===== src/rtl/mem_access_unit.sv =====
// mem_access_unit
// Sequencer between the CPU controller/datapath and the unified instruction/data memory.
// It owns the program counter and latches fetched words into the instruction register.
// It turns one-cycle controller data requests into the memory's strobe protocol:
// setup cycle, one strobe cycle, hold cycle. The memory triggers on strobe edges, so
// the strobes come straight from flops.
//
// Ports:
//   clk, rst                  clock, synchronous active-high reset
//   fetchReq, pcWrite, pcIn   fetch request and PC load (sampled in idle only)
//   dataReq, dataWe,          data request, write enable, address and write data
//   dataAddrIn, dataWdataIn   (sampled in idle only)
//   busy, done                not-idle flag and one-cycle completion pulse
//   pc, ir, mdr               program counter, instruction register, memory data register
//   instAdd, instruction      memory instruction port (address out, data in)
//   dataAdd, writeData,       memory data port (address/write data out, read data in)
//   data
//   memRead, memWrite         registered memory strobes
module mem_access_unit #(
    parameter int unsigned      ADDR_W   = 10,
    parameter int unsigned      DATA_W   = 16,
    parameter logic [ADDR_W-1:0] RESET_PC = '0
) (
    input  logic              clk,
    input  logic              rst,
    input  logic              fetchReq,
    input  logic              pcWrite,
    input  logic [ADDR_W-1:0] pcIn,
    input  logic              dataReq,
    input  logic              dataWe,
    input  logic [ADDR_W-1:0] dataAddrIn,
    input  logic [DATA_W-1:0] dataWdataIn,
    output logic              busy,
    output logic              done,
    output logic [ADDR_W-1:0] pc,
    output logic [DATA_W-1:0] ir,
    output logic [DATA_W-1:0] mdr,
    output logic [ADDR_W-1:0] instAdd,
    output logic [ADDR_W-1:0] dataAdd,
    output logic [DATA_W-1:0] writeData,
    output logic              memRead,
    output logic              memWrite,
    input  logic [DATA_W-1:0] instruction,
    input  logic [DATA_W-1:0] data
);

    typedef enum logic [2:0] {StIdle, StFetch, StDsetup, StDstrobe, StDhold} state_e;

    state_e            stateQ, stateD;
    logic [ADDR_W-1:0] pcQ, pcD;
    logic [DATA_W-1:0] irQ, irD;
    logic [DATA_W-1:0] mdrQ, mdrD;
    logic [ADDR_W-1:0] dataAddQ, dataAddD;
    logic [DATA_W-1:0] writeDataQ, writeDataD;
    logic              weQ, weD;
    logic              memReadQ, memReadD;
    logic              memWriteQ, memWriteD;
    logic              doneQ, doneD;

    always_ff @(posedge clk) begin
        if (rst) begin
            stateQ     <= StIdle;
            pcQ        <= RESET_PC;
            irQ        <= '0;
            mdrQ       <= '0;
            dataAddQ   <= '0;
            writeDataQ <= '0;
            weQ        <= 1'b0;
            memReadQ   <= 1'b0;
            memWriteQ  <= 1'b0;
            doneQ      <= 1'b0;
        end else begin
            stateQ     <= stateD;
            pcQ        <= pcD;
            irQ        <= irD;
            mdrQ       <= mdrD;
            dataAddQ   <= dataAddD;
            writeDataQ <= writeDataD;
            weQ        <= weD;
            memReadQ   <= memReadD;
            memWriteQ  <= memWriteD;
            doneQ      <= doneD;
        end
    end

    always_comb begin
        stateD     = stateQ;
        pcD        = pcQ;
        irD        = irQ;
        mdrD       = mdrQ;
        dataAddD   = dataAddQ;
        writeDataD = writeDataQ;
        weD        = weQ;
        memReadD   = 1'b0;
        memWriteD  = 1'b0;
        doneD      = 1'b0;

        unique case (stateQ)
            StIdle: begin
                // The PC load lands before FETCH, so a same-cycle fetch uses the new PC.
                if (pcWrite) begin
                    pcD = pcIn;
                end
                // Fetch has priority; a coincident data request is dropped, not queued.
                if (fetchReq) begin
                    stateD = StFetch;
                end else if (dataReq) begin
                    dataAddD   = dataAddrIn;
                    writeDataD = dataWdataIn;
                    weD        = dataWe;
                    stateD     = StDsetup;
                end
            end
            StFetch: begin
                irD    = instruction;
                pcD    = pcQ + ADDR_W'(1);
                doneD  = 1'b1;
                stateD = StIdle;
            end
            StDsetup: begin
                // Raise the strobe at the edge entering DSTROBE so it is high for that cycle only.
                memWriteD = weQ;
                memReadD  = ~weQ;
                stateD    = StDstrobe;
            end
            StDstrobe: begin
                stateD = StDhold;
            end
            StDhold: begin
                if (!weQ) begin
                    mdrD = data;
                end
                doneD  = 1'b1;
                stateD = StIdle;
            end
            default: begin
                stateD = StIdle;
            end
        endcase
    end

    assign busy      = (stateQ != StIdle);
    assign done      = doneQ;
    assign pc        = pcQ;
    assign ir        = irQ;
    assign mdr       = mdrQ;
    assign instAdd   = pcQ;
    assign dataAdd   = dataAddQ;
    assign writeData = writeDataQ;
    assign memRead   = memReadQ;
    assign memWrite  = memWriteQ;

endmodule


===== config.mk =====
export PLATFORM = sky130hd
export DESIGN_NAME = mem_access_unit
export DESIGN_NICKNAME = d
export VERILOG_FILES = /design/src/rtl/mem_access_unit.sv
export SDC_FILE = /design/constraint.sdc
export NUM_CORES = 1
export LEC_CHECK = 0
export CAP_MARGIN = 20
export CELL_PAD_IN_SITES_DETAIL_PLACEMENT = 1
export CELL_PAD_IN_SITES_GLOBAL_PLACEMENT = 2
export CORE_MARGIN = 4
export CORE_UTILIZATION = 20
export DETAILED_ROUTE_END_ITERATION = 6
export PLACE_DENSITY_LB_ADDON = 0.08
export SYNTH_ARGS = -nofsm -noshare
export SYNTH_HDL_FRONTEND = slang
export SYNTH_SLANG_ARGS = --single-unit

===== constraint.sdc =====
create_clock -name clk -period 1.9 [get_ports clk]
set_input_delay 0.475 -clock clk [delete_from_list [all_inputs] [get_ports clk]]
set_output_delay 0.475 -clock clk [all_outputs]
set_load 0.05 [all_outputs]

==> results of run 1 <==
final timing paths:
check,endpoint,slack (ps)
worst max-delay path,busy,90
worst min-delay path,mdr[13],450
worst max register to register,instAdd[9],180
worst min register to register,mdr[13],450
kinds of logic (layout without fill, tap and decap cells):
family                   count (synthesis)  in the layout  synth area share
XOR/XNOR                                 1              1          0.003048
adder cells (fa/ha/maj)                  1              1          0.004353
AO/OA/AOI/OAI                           82             82            0.1563
flip-flops                              75             75            0.5224
buffers and inverters                   36            188           0.06879
AND/OR/NAND/NOR                        161            161            0.2451
what timing repair did:
| item | CTS | global route |
|---|---|---|
| hold endpoints to repair | 0 | 0 |
| gates resized for setup | 1 | 0 |
| setup endpoints to repair | 1 | 0 |
sequential cells by signal, summed over array words and instances (netlist names):
signal,flops
dataAdd,10
weQ,1
writeData,16
ir,16
done,1
stateQ,3
memWrite,1
mdr,16
memRead,1
instAdd,10
critical path, cell delays in order, from the launching register on:
cell and delay [ps]:
dfxtp_1 420, nor3_4 300, inv_1 110, buf_12 160
cell type report:
cell class	instances	area share
multi-input combinational	245	0.2509
sequential	75	0.3173
timing repair buffer	171	0.3273
clock buffer	12	0.05209
clock inverter	3	0.003173
inverter	2	0.001586
tap	180	0.04759
layout by cell type, fill, tap and decap left out, types with 2 or more instances in the layout:
cell / instances
dfxtp_1: 75
nand2_1: 131
o211ai_1: 3
o21a_1: 2
nor2_1: 4
a31oi_1: 7
clkdlybuf4s50_1: 72
clkinv_2: 3
o21ai_0: 4
inv_1: 2
or3_1: 4
or3b_1: 3
nand3_1: 3
a21oi_1: 61
buf_4: 91
buf_12: 7
clkbuf_1: 2
clkbuf_16: 9
nor3_1: 4
per-layer routing:
| metal | part of all wire | routed length (um) | GRT usage |
|---|---|---|---|
| met1 | 0.43 | 4388 | 0.1508 |
| met2 | 0.47 | 4864 | 0.2067 |
| met3 | 0.084 | 867 | 0.04958 |
| met4 | 0.019 | 192 | 0.05431 |
| met5 | 0 | 0 | 0 |
metrics by stage:
step | cells | utilization | power, mW
CTS | 688 | 0.3383 | 4.253
finish | 688 | 0.3383 | 4.154
floorplan | 356 | - | 2.236
detailed placement | 673 | 0.3191 | 2.649
global route | 688 | 0.3383 | 4.374
global placement | 673 | 0.3191 | 2.641
power groups by stage:
stage	logic, mW	registers (mW)	clock network [mW]
6_report	0.907	1.70	1.55
5_1_grt	0.969	1.71	1.70
4_1_cts	0.924	1.70	1.63
3_5_place_dp	0.919	1.73	0
3_3_place_gp	0.915	1.73	0
2_1_floorplan	0.279	1.96	0
==> impl_metrics.tcl, run 1 <==
set metrics [dict create \
    outcome "complete, no violations" \
    gp_congestion 0.6901 \
    pin_count 156 \
    ant_nets 0 \
    hold_path_class "flop to flop" \
    gr-total-overflow 0 \
    drv_cap 0 \
    setup.worst_path.class "flop to primary output" \
    synth_top_area_cell "dfxtp_1" \
    fmax_ghz 0.5519 \
    worstPathRequired_ps 1420 \
    grt_max_degree 43 \
    worstMarginPinSlew_ps 613.9 \
    port_buffers 155 \
    synthArstFlopShare 0 \
    die_area_mm2 0.01635 \
    postCtsHoldBufs 0 \
    yosysMostFrequentCell "nand2_1" \
    htree_levels 3 \
    wire_per_inst_um 14.99 \
    r2r_start "stateQ[2]" \
    grt_first_pass_wirelength_mm 16.40 \
    p_comb_frac 0.218 \
    finClkSkew_ps 4.670 \
    switching_power_mw 1.232 \
    drtIter0Drc 89 \
    grt_pass1_vias 3139 \
    post-place-ws_ps -20.21 \
    p_seq_frac 0.408 \
    period_share 0.9536 \
    power_density_mw_per_mm2 877.8 \
    cts_tree "built" \
    maxSlewHeadroom 0.5907 \
    period_minus_slack_ps 1812 \
    p_leak_nw 1.874 \
    hold_path_depth 2 \
    antenna_found_initial 0 \
    clkTransAtPathRegs_ps 50 \
    arrival_ps 1340 \
    area_delta_synth_final_pct 64.65 \
    fin_ws_ps 88.14 \
    synth_fp_nets 431 \
    hold_viol_final 0 \
    dpl_cell_area_mm2 0.004464 \
    crit_path_end_kind "primary output" \
    fill_cells 1685 \
    fp.dieH_um 127.9 \
    firstDrtPassIters 4 \
    start_util 0.2055 \
    synth.cell_area_mm2 0.002874 \
    avgSynthCellArea_um2 8.073 \
    clock_power_share 0.374 \
    clk_latency_ps 340 \
    ys_seq_area_frac 0.5224 \
    setup_tns_ps 0 \
    start_kind "flop" \
    coreArea_mm2 0.01399 \
    final_nets 579 \
    synth.top_cells.by_count "nand2_1 (131), dfxtp_1 (75), a21oi_1 (61)" \
    vias 2945 \
    holdWs_ps 455.0 \
    postCtsSetupBuffers 0 \
    hpwlAfterDp_mm 7.409 \
    switching_share 0.2966 \
    drcViolationCount 0 \
    ir_worst_vdd_mv 0.3361 \
    cts_buffers 9 \
    clk_path_buf_depth 2 \
    vias_per_cell 4.281 \
    rsz0062_at_grt "false" \
    synth_edf_count 0 \
    setup.worst_path.start "stateQ[2]" \
    die_w_um 127.9 \
    ys_types 35 \
    multi_input_area_mm2 0.001187 \
    synth_top_area_share 0.5224 \
    rows 43 \
    p_int_mw 2.922 \
    setup_viol 0 \
    grt_usage 0.1277 \
    cts.sinks 75 \
    synth-seq-cells 75 \
    cts_root_buffer "clkbuf_16" \
    drive_gt1_frac 0.2303 \
    reg2reg_depth 4 \
    antenna_cells 0 \
    critPathMaxFanout 8 \
    drv_slew 0 \
    synth_top_flop_cell "dfxtp_1" \
    yosys_warnings 0 \
    final_cell_area_mm2 0.004732 \
    synth.top_cells.by_area "dfxtp_1 (52%), nand2_1 (17%), a21oi_1 (11%)" \
    seq_area_mm2 0.001501 \
    routed_wl_mm 10.31 \
    syn_inst 356 \
    hp-start "mdr[13]" \
]
No activity file was read; power rests on OpenSTA's default activity.
==> inputs of run 2 (changes only) <==
- CORE_UTILIZATION: 20 -> 22
- clock period: 1.9 -> 2.17 ns (I/O delays scaled with it)
==> impl_metrics.tcl, run 2 (synthesized netlist as in run 1, its figures left out) <==
set metrics [dict create \
    clk_latency_ps 330 \
    period_share 0.9647 \
    drtIter0Drc 139 \
    period_minus_slack_ps 2093 \
    finClkSkew_ps 1.990 \
    drv_cap 0 \
    crit_path_end_kind "primary output" \
    worstPathRequired_ps 1630 \
    start_util 0.2259 \
    r2r_setup_slack_ps 410 \
    gr-total-overflow 0 \
    met3_length_um 881 \
    totalPowerFinal_mw 3.641 \
    rsz0062_at_grt "false" \
    hold_path_class "flop to flop" \
    maxSlewHeadroom 0.5935 \
    hold_viol_final 0 \
    firstDrtPassIters 4 \
    r2r_start "stateQ[0]" \
    r2r-end "instAdd[9]" \
    met2WireLength_mm 4.811 \
    reg2reg_depth 4 \
    min_to "mdr[12]" \
    vias_per_cell 4.310 \
    setup_viol 0 \
    crit_family "buffers and inverters" \
    grt_first_pass_wirelength_mm 15.86 \
    cts_buffers 9 \
    hold_path_depth 2 \
    port_buffers 155 \
    gp_congestion 0.7055 \
    cpPeakStageDelay_ps 830 \
    die_area_mm2 0.01496 \
    routed_wl_mm 10.05 \
    hpwlAfterDp_mm 7.220 \
    mostFrequentLayoutCells "clkdlybuf4s50_1 (140), nand2_1 (131), dfxtp_1 (75)" \
    drv_slew 0 \
    cts.sinks 75 \
    grt_pass1_vias 3050 \
    power_density_mw_per_mm2 755.9 \
    setup.worst_path.class "flop to primary output" \
    vias 2918 \
    worstMarginPinSlew_ps 609.8 \
    met1_length_mm 4.247 \
    path_buf_inv 1 \
    drive_gt1_frac 0.08317 \
    outcome "complete, no violations" \
    pin_count 156 \
    wire_per_inst_um 14.84 \
    critPathMaxFanout 5 \
    clk_path_buf_depth 2 \
    grt_max_degree 39 \
    area_delta_synth_final_pct 67.61 \
    grt_usage 0.1374 \
    highest_layer "met4" \
    seq_area_mm2 0.001501 \
    p_leak_nw 1.737 \
    final_cell_area_mm2 0.004817 \
    coreArea_mm2 0.01272 \
    start_kind "flop" \
    multi_input_area_mm2 0.001181 \
    rows 41 \
    layout_commonest_cell "clkdlybuf4s50_1" \
    setup_tns_ps 0 \
    drcViolationCount 0 \
    ant_nets 0 \
    antenna_cells 0 \
    postCtsSetupBuffers 0 \
    slowest_stage "clkdlybuf4s50_1" \
    final_nets 575 \
    fmax_ghz 0.4777 \
    die_w_um 122.3 \
    clkTransAtPathRegs_ps 60 \
    arrival_ps 1550 \
    path_cells "clkdlybuf4s50_1" \
    ir_worst_vdd_mv 0.5398 \
    dpl_cell_area_mm2 0.004539 \
    hp-start "mdr[12]" \
    cts_tree "built" \
    cts_root_buffer "clkbuf_16" \
    htree_levels 3 \
    antenna_found_initial 0 \
    fill_cells 1532 \
    setup.worst_path.start "instAdd[6]" \
    fp.dieH_um 122.3 \
]
run 2: repair_timing:
item                       CTS  global route
setup endpoints to repair    1             3
hold buffers                 0             0
resized for setup            1             2
hold endpoints to repair     0             0
run 2: through the flow:
step                      setup slack (ps)  hold WS [ps]  utilization  cells
after global routing                0.5286         472.6       0.3786    677
after global placement               313.7         440.8       0.3568    661
after CTS                            5.028         455.5       0.3782    677
after detailed placement             269.1         447.3       0.3568    661
after floorplan                      361.4         439.4            -    356
final                                76.55         453.8       0.3786    677
run 2: worst max-delay path by stage:
stage | cells past startpoint | endpoint | slack, ps
floorplan | 4 | instAdd[9] | 360
global route | 1 | instAdd[6] | 0.5
global placement | 6 | instAdd[7] | 310
CTS | 1 | pc[5] | 5
detailed placement | 6 | dataAdd[1] | 270
finish | 1 | instAdd[6] | 80
run 2: power by group:
group / switching, mW / internal, mW
clock: 0.555 / 0.834
combinational: 0.451 / 0.309
sequential: 0.0516 / 1.44
total: 1.06 / 2.58
run 2: layer usage:
layer,vias to the layer above,track usage
met3,7,0.06959
li1,1465,-
met1,1357,0.1584
met5,-,0
met4,0,0.03989
met2,89,0.2240
run 2: area by class of cell:
| type | count | area share |
|---|---|---|
| clock buffer | 14 | 0.05481 |
| inverter | 2 | 0.001558 |
| clock inverter | 2 | 0.002078 |
| tap | 172 | 0.04468 |
| timing repair buffer | 167 | 0.3400 |
| multi-input combinational | 245 | 0.2452 |
| sequential | 75 | 0.3117 |
